==> config.mk <==
export PLATFORM = sky130hd
export DESIGN_NAME = scan_chain_ctrl
export DESIGN_NICKNAME = d
export VERILOG_FILES = /design/src/rtl/scan_chain_ctrl.sv
export SDC_FILE = /design/constraint.sdc
export NUM_CORES = 1
export LEC_CHECK = 0
export CAP_MARGIN = 20
export CORE_ASPECT_RATIO = 0.8
export CORE_UTILIZATION = 45
export DETAILED_ROUTE_END_ITERATION = 12
export GPL_TIMING_DRIVEN = 1
export HOLD_SLACK_MARGIN = 0.12
export PLACE_DENSITY = 0.74
export REMOVE_ABC_BUFFERS = 1
export SETUP_SLACK_MARGIN = 0.4
export SYNTH_ARGS = -nofsm -noshare
export SYNTH_HDL_FRONTEND = slang
export SYNTH_SLANG_ARGS = --single-unit
==> constraint.sdc <==
create_clock -name clk -period 5.15 [get_ports clk]
set_clock_uncertainty 0.2 [all_clocks]
set_input_delay 0.7725 -clock clk [delete_from_list [all_inputs] [get_ports clk]]
set_output_delay 0.7725 -clock clk [all_outputs]
set_load 0.02 [all_outputs]
==> src/rtl/scan_chain_ctrl.sv <==
// Scan-chain sequencer: shift a pattern in, run one capture cycle, shift the response out.
// Optional response comparator: define SCAN_CHAIN_CTRL_CMP_EN.
module scan_chain_ctrl #(
  parameter int CHAIN_LEN = 8,
  parameter int CNT_W     = 4
) (
  input  logic                 clk,
  input  logic                 reset_L,
  input  logic                 start,
  input  logic [CHAIN_LEN-1:0] pattern,
  input  logic [CHAIN_LEN-1:0] expected,
  input  logic                 scan_out,
  output logic                 SE,
  output logic                 SD,
  output logic                 busy,
  output logic                 done,
  output logic [CHAIN_LEN-1:0] response,
  output logic                 pass
);

  typedef enum logic [2:0] {
    IDLE      = 3'd0,
    SHIFT_IN  = 3'd1,
    CAPTURE   = 3'd2,
    SHIFT_OUT = 3'd3,
    DONE      = 3'd4
  } state_t;

  localparam logic [CNT_W-1:0]     CNT_ZERO = {CNT_W{1'b0}};
  localparam logic [CNT_W-1:0]     CNT_ONE  = CNT_W'(1);
  localparam logic [CNT_W-1:0]     CNT_LAST = CNT_W'(CHAIN_LEN - 1);
  localparam logic [CHAIN_LEN-1:0] VEC_ZERO = {CHAIN_LEN{1'b0}};

  state_t               state_r, state_nx_s;
  logic [CNT_W-1:0]     cnt_r, cnt_nx_s;
  logic [CHAIN_LEN-1:0] pat_r, pat_nx_s;
  logic [CHAIN_LEN-1:0] resp_r, resp_nx_s, resp_fin_s, pat_sh_s;
  logic                 last_s;
  logic                 se_nx_s, sd_nx_s, busy_nx_s, done_nx_s;
  logic                 se_r, sd_r, busy_r, done_r;

  // Next-state, bit counter, pattern latch and response assembly
  always_comb begin
    state_nx_s = state_r;
    cnt_nx_s   = cnt_r;
    pat_nx_s   = pat_r;
    resp_nx_s  = resp_r;
    last_s     = (cnt_r == CNT_LAST);
    // Response with the bit currently on the chain tail merged in at position cnt
    resp_fin_s = resp_r | ({{(CHAIN_LEN-1){1'b0}}, scan_out} << cnt_r);
    case (state_r)
      IDLE: begin
        if (start) begin
          state_nx_s = SHIFT_IN;
          cnt_nx_s   = CNT_ZERO;
          pat_nx_s   = pattern;
          resp_nx_s  = VEC_ZERO;
        end else begin
          state_nx_s = IDLE;
        end
      end
      SHIFT_IN: begin
        if (last_s) begin
          state_nx_s = CAPTURE;
          cnt_nx_s   = CNT_ZERO;
        end else begin
          cnt_nx_s   = cnt_r + CNT_ONE;
        end
      end
      CAPTURE: begin
        state_nx_s = SHIFT_OUT;
        cnt_nx_s   = CNT_ZERO;
      end
      SHIFT_OUT: begin
        resp_nx_s = resp_fin_s;
        if (last_s) begin
          state_nx_s = DONE;
          cnt_nx_s   = CNT_ZERO;
        end else begin
          cnt_nx_s   = cnt_r + CNT_ONE;
        end
      end
      DONE: begin
        state_nx_s = IDLE;
        cnt_nx_s   = CNT_ZERO;
      end
      default: begin
        state_nx_s = IDLE;
        cnt_nx_s   = CNT_ZERO;
      end
    endcase
    // Outputs are decoded one cycle early and registered, so they follow state with no input path
    pat_sh_s  = pat_nx_s >> cnt_nx_s;
    se_nx_s   = (state_nx_s == SHIFT_IN) || (state_nx_s == SHIFT_OUT);
    sd_nx_s   = (state_nx_s == SHIFT_IN) ? pat_sh_s[0] : 1'b0;
    busy_nx_s = (state_nx_s == SHIFT_IN) || (state_nx_s == CAPTURE) ||
                (state_nx_s == SHIFT_OUT);
    done_nx_s = (state_nx_s == DONE);
  end

  // State, counter, latched pattern and response registers
  always_ff @(posedge clk or negedge reset_L) begin
    if (!reset_L) begin
      state_r <= IDLE;
      cnt_r   <= CNT_ZERO;
      pat_r   <= VEC_ZERO;
      resp_r  <= VEC_ZERO;
    end else begin
      state_r <= state_nx_s;
      cnt_r   <= cnt_nx_s;
      pat_r   <= pat_nx_s;
      resp_r  <= resp_nx_s;
    end
  end

  // Registered scan-control and handshake outputs
  always_ff @(posedge clk or negedge reset_L) begin
    if (!reset_L) begin
      se_r   <= 1'b0;
      sd_r   <= 1'b0;
      busy_r <= 1'b0;
      done_r <= 1'b0;
    end else begin
      se_r   <= se_nx_s;
      sd_r   <= sd_nx_s;
      busy_r <= busy_nx_s;
      done_r <= done_nx_s;
    end
  end

  assign SE       = se_r;
  assign SD       = sd_r;
  assign busy     = busy_r;
  assign done     = done_r;
  assign response = resp_r;

`ifdef SCAN_CHAIN_CTRL_CMP_EN
  logic [CHAIN_LEN-1:0] exp_r;
  logic                 pass_r;

  function automatic logic vec_match(input logic [CHAIN_LEN-1:0] a,
                                     input logic [CHAIN_LEN-1:0] b);
    return (a == b);
  endfunction

  // Expected-vector latch and compare result, evaluated on the final unload edge
  always_ff @(posedge clk or negedge reset_L) begin
    if (!reset_L) begin
      exp_r  <= VEC_ZERO;
      pass_r <= 1'b0;
    end else if ((state_r == IDLE) && start) begin
      exp_r  <= expected;
      pass_r <= 1'b0;
    end else if ((state_r == SHIFT_OUT) && last_s) begin
      pass_r <= vec_match(resp_fin_s, exp_r);
    end
  end

  assign pass = pass_r;
`else
  logic unused_expected_s;
  assign unused_expected_s = ^expected;
  assign pass = 1'b0;
`endif

endmodule

# == Word level (Yosys, flattened, before mapping) ==
# Cells that the tools add are included.
# word_totals
regBits,27
wordCells,40
# classes
add_sub_neg,1
n_eq_ne,9
shift,2
n_mux,12
n_bitwise,1
reduce_logical,7
# op_table
operator,count
2-to-1 mux 8 bit,3
case mux 8 bit (2 select lines),1
== test 3 x 2 -> 1 bit (second input constant),4
case mux 3 bit (4 select lines),1
2-to-1 mux 4 bit,2
OR 8 bit,1
case mux 4 bit (2 select lines),1
left shift 1 x 4 -> 8 bit,1
>> shifter 8 x 4 -> 1 bit,1
== test 3 x 1 -> 1 bit (second input constant),2
2-to-1 mux 3 bit,2
adder 4 x 1 -> 4 bit (second input constant),1
== test 4 x 3 -> 1 bit (second input constant),1
== test 3 bit (second input constant),1
zero test 3 bit,1
logical OR 1 bit,3
2-to-1 mux 1 bit,2
!= test 2 bit (second input constant),1
AND reduction 2 bit,1
nonzero test 2 bit,1
OR reduction 2 bit,1

# == Longest topological paths before layout ==
# logic_depth
depth_word,6
mapped_depth,7

# == Worst setup path after synthesis ==
# Ideal clock, no wire load.
# synth_path
kind,input -> register
startpoint,input start
endpoint,"register sd_r, in the netlist SD"
t_arrival_ns,2.075
required_ns,4.826
path_slack_ns,2.751
stages,6
path_buffers,1
cell_sequence,nor4b_4 > buf_6 > mux2_1 > mux2i_1 > nor3_2 > o31a_1
# synth_via
elab_chain_len,4
word_cells_on_any_way,9
classes_between,eq/ne: 1; shift: 1; mux: 7
# synth_lines
element,line,source
start: declaration,9,"input logic start,"
2-to-1 mux 8 bit,53,if (start) begin
2-to-1 mux 8 bit,51,case (state_r)
via pat_nx_s[0],36,"logic [CHAIN_LEN-1:0] pat_r, pat_nx_s;"
>> shifter 8 x 4 -> 1 bit,93,pat_sh_s = pat_nx_s >> cnt_nx_s;
2-to-1 mux 1 bit,95,sd_nx_s = (state_nx_s == SHIFT_IN) ? pat_sh_s[0] : 1'b0;
via sd_nx_s,39,"logic se_nx_s, sd_nx_s, busy_nx_s, done_nx_s;"
end signal: assignment,125,sd_r <= sd_nx_s;
end: declaration,40,"logic se_r, sd_r, busy_r, done_r;"
# The timed path passes the listed nets, and every way through them passes these cells.
# A chain may end at the register's enable or synchronous reset.

# == Worst setup path after layout ==
# Same ends and word-level chain as after synthesis.

==> flow_summary.yaml <==
clocking:
  ctsResizeCount: 0
  insertion_delay_ns: 0.32
  cts-root-buf: "clkbuf_4"
  clockBufferDepth: 2
  ctsHoldBuffers: 0
  cts_inserted_buffers: 3
  numClockSinks: 27
  post_cts_buffers: 0
  clk_pin_slew_worst_paths_ns: 0.13
  htreeDepth: 1
  tritoncts: "built"
route:
  drtIter0Drc: 18
  routed_wl_um: 2350
  dr.pass1.iters: 4
  highest_layer: "met4"
  wire_per_inst_um: 13.8
  wl_met2_um: 1080
  drc: 0
  avgViaCountPerCell: 5.31
  drt.antenna.violating_nets: 0
  wl_met3_um: 122
  wl_met1_um: 1130
  vias: 903
outcome:
  status: "finished clean"
sta:
  tns_ns: 0
  fin_crit_sh: 0.602
  post-route-min-period_ns: 3.10
  fmax_mhz: 322
  maxSlewViolCount: 0
  worstMarginPinSlew_ns: 0.946
  grt_setup_unrepaired: "no"
  hold_viol: 0
  slew_headroom: 0.367
  finalSetupViolations: 0
  fin_ws_ns: 2.05
synth:
  seq_area_frac_synth: 0.531
  synth_edf_count: 0
  syn_area_per_cell_um2: 11.5
  synth.area.top_cells: "dfrtp_1 53%, mux2_2 5.3%, nor2_1 4.7%"
  ys_ff_latch: 27
  synth_top_area_cell: "dfrtp_1"
  synth_area_um2: 1270
  synth_cell_types: 36
  synth_ff_type: "dfrtp_1"
  yosys.area.top_type_share: 0.531
  async_flop_share: 1.00
  ys_warn_count: 0
  syn_inst: 111
placed_design:
  portBuffers: 23
  gp_congestion: 0.872
  dp_slack_ns: 1.72
  dpl_cell_area_um2: 1520
  place.detailed.hpwl_um: 1710
floorplan:
  die_h_um: 49.6
  start_util: 0.497
  fp.dieW_um: 61.5
  dieArea_um2: 3050
  rows: 16
  ios: 33
  coreArea_um2: 2560
pwr:
  p_int_mw: 0.566
  power_density_nw_per_um2: 627
  clkPwrFrac: 0.092
  combPwrFrac: 0.505
  ir_drop_mv: 0.297
  seqPwrFrac: 0.403
  swShare: 0.414
  p_leak_nw: 0.656
  power_switching_mw: 0.400
final_layout:
  seq_area_um2: 676
  final_cell_mix: "27 x dfrtp_1, 23 x clkdlybuf4s50_1, 16 x nor2_1, 8 x a21oi_1, 6 x mux2_2"
  final_cell_area_um2: 1540
  final_common_cell: "dfrtp_1"
  finish.utilization: 0.602
  fill_cells: 238
  post_route_cells_drive_above_1_share: 0.119
  insertedDiodeCount: 0
  multi_input_area_um2: 542
  fin_nets: 156
  area_delta_synth_final_pct: 21.1
worst_setup_path:
  max_stage_delay_ns: 0.81
  end_kind: "flop"
  rr_worst_depth: 5
  cp_max_fo: 16
  worstReg2RegStart: "state_r[2]"
  worst-r2r-setup-slack_ns: 2.40
  critPathTopFamily: "simple AND/OR/NAND/NOR gates"
  setup.worst_path.class: "in -> reg"
  cp-start-kind: "input port"
  crit_buf_inv: 1
  r2r_end: "SD"
  worstPathRequired_ns: 5.17
  crit_arrival_ns: 3.12
  crit_chain: "clkdlybuf4s50_1, nor4b_4, mux2_2, mux2i_1, o22ai_1, o31a_1"
  slowest_stage: "nor4b_4"
worst_hold_path:
  holdPathStages: 1
  hp-class: "reg -> reg"
  hold-path-endpoint: "pat_r[1]"
  hold_start: "pat_r[1]"
global_routing:
  grt_pass1_wl_um: 4000
  grt_usage: 0.184
  grt_pass1_vias: 899
  grt_overflow_total: 0
  grt_max_degree: 28
  antenna_found_initial: 0
job:
  maxCapViolCount: 0
[worst reg2reg max path, stage by stage (launching register included)]
cell     delay, ns
dfrtp_1       0.55
nor4b_4       0.91
mux2_2        0.43
mux2i_1       0.15
o22ai_1       0.11
o31a_1        0.30
[cells by family (layout without fill, tap and decap cells)]
kind of cell | after synthesis | in the layout | share of synthesized area
AO/OA/AOI/OAI | 17 | 17 | 0.106
multiplexers | 12 | 12 | 0.102
adder cells (fa/ha/maj) | 1 | 1 | 0.00983
other | 1 | 1 | 0.00295
AND/OR/NAND/NOR | 43 | 43 | 0.198
XOR/XNOR | 1 | 1 | 0.00688
flip-flops | 27 | 27 | 0.531
buffers and inverters | 9 | 32 | 0.0433
[state kept, by name (all words and copies together), names as in the netlist]
signal	cells
done	1
pat_r	8
SD	1
busy	1
response	8
state_r	3
SE	1
cnt_r	4
[how the worst max path moves through the flow]
stage,start,to,slack (ns),cells after the start
floorplan,start,SD,2.60,5
global placement,start,SD,1.77,6
detailed placement,start,SD,1.72,6
CTS,start,SD,2.07,6
global route,start,SD,1.85,6
finish,start,SD,2.05,6
[metal layers]
metal	global-route usage	vias up
li1	-	436
met1	0.251	438
met2	0.277	25
met3	0.0551	4
met4	0.0630	0
met5	0	-
[cells in the mapped netlist, types with 2 or more instances]
cell	instances
a31oi_1	2
mux2i_1	4
nand3b_1	2
nor2b_1	5
buf_2	2
nor3b_1	2
mux2_1	2
a21oi_1	8
mux2_2	6
inv_1	4
buf_6	2
nor3_1	3
nand2_1	5
nor2_1	16
dfrtp_1	27
[power by group through the flow]
stage	registers, mW	logic, mW	clock network, mW
floorplan	0.420	0.296	0
global placement	0.388	0.470	0
detailed placement	0.393	0.486	0
CTS	0.389	0.490	0.0931
global route	0.405	0.536	0.103
finish	0.389	0.487	0.0890
[area by class of cell]
| class | count | area share |
|---|---|---|
| flip-flops and latches | 27 | 0.438 |
| repair buffers | 24 | 0.154 |
| inverters | 4 | 0.00974 |
| clock buffers | 4 | 0.0170 |
| multi-input cells | 75 | 0.351 |
| well taps | 36 | 0.0292 |
[stage by stage]
stage | instances | power, mW | hold slack [ns]
finish | 170 | 0.966 | 0.304
global route | 170 | 1.04 | 0.324
CTS | 170 | 0.972 | 0.308
detailed placement | 166 | 0.879 | 0.272
global placement | 166 | 0.858 | 0.267
floorplan | 106 | 0.716 | 0.254
No activity file was read; power rests on OpenSTA's default activity.
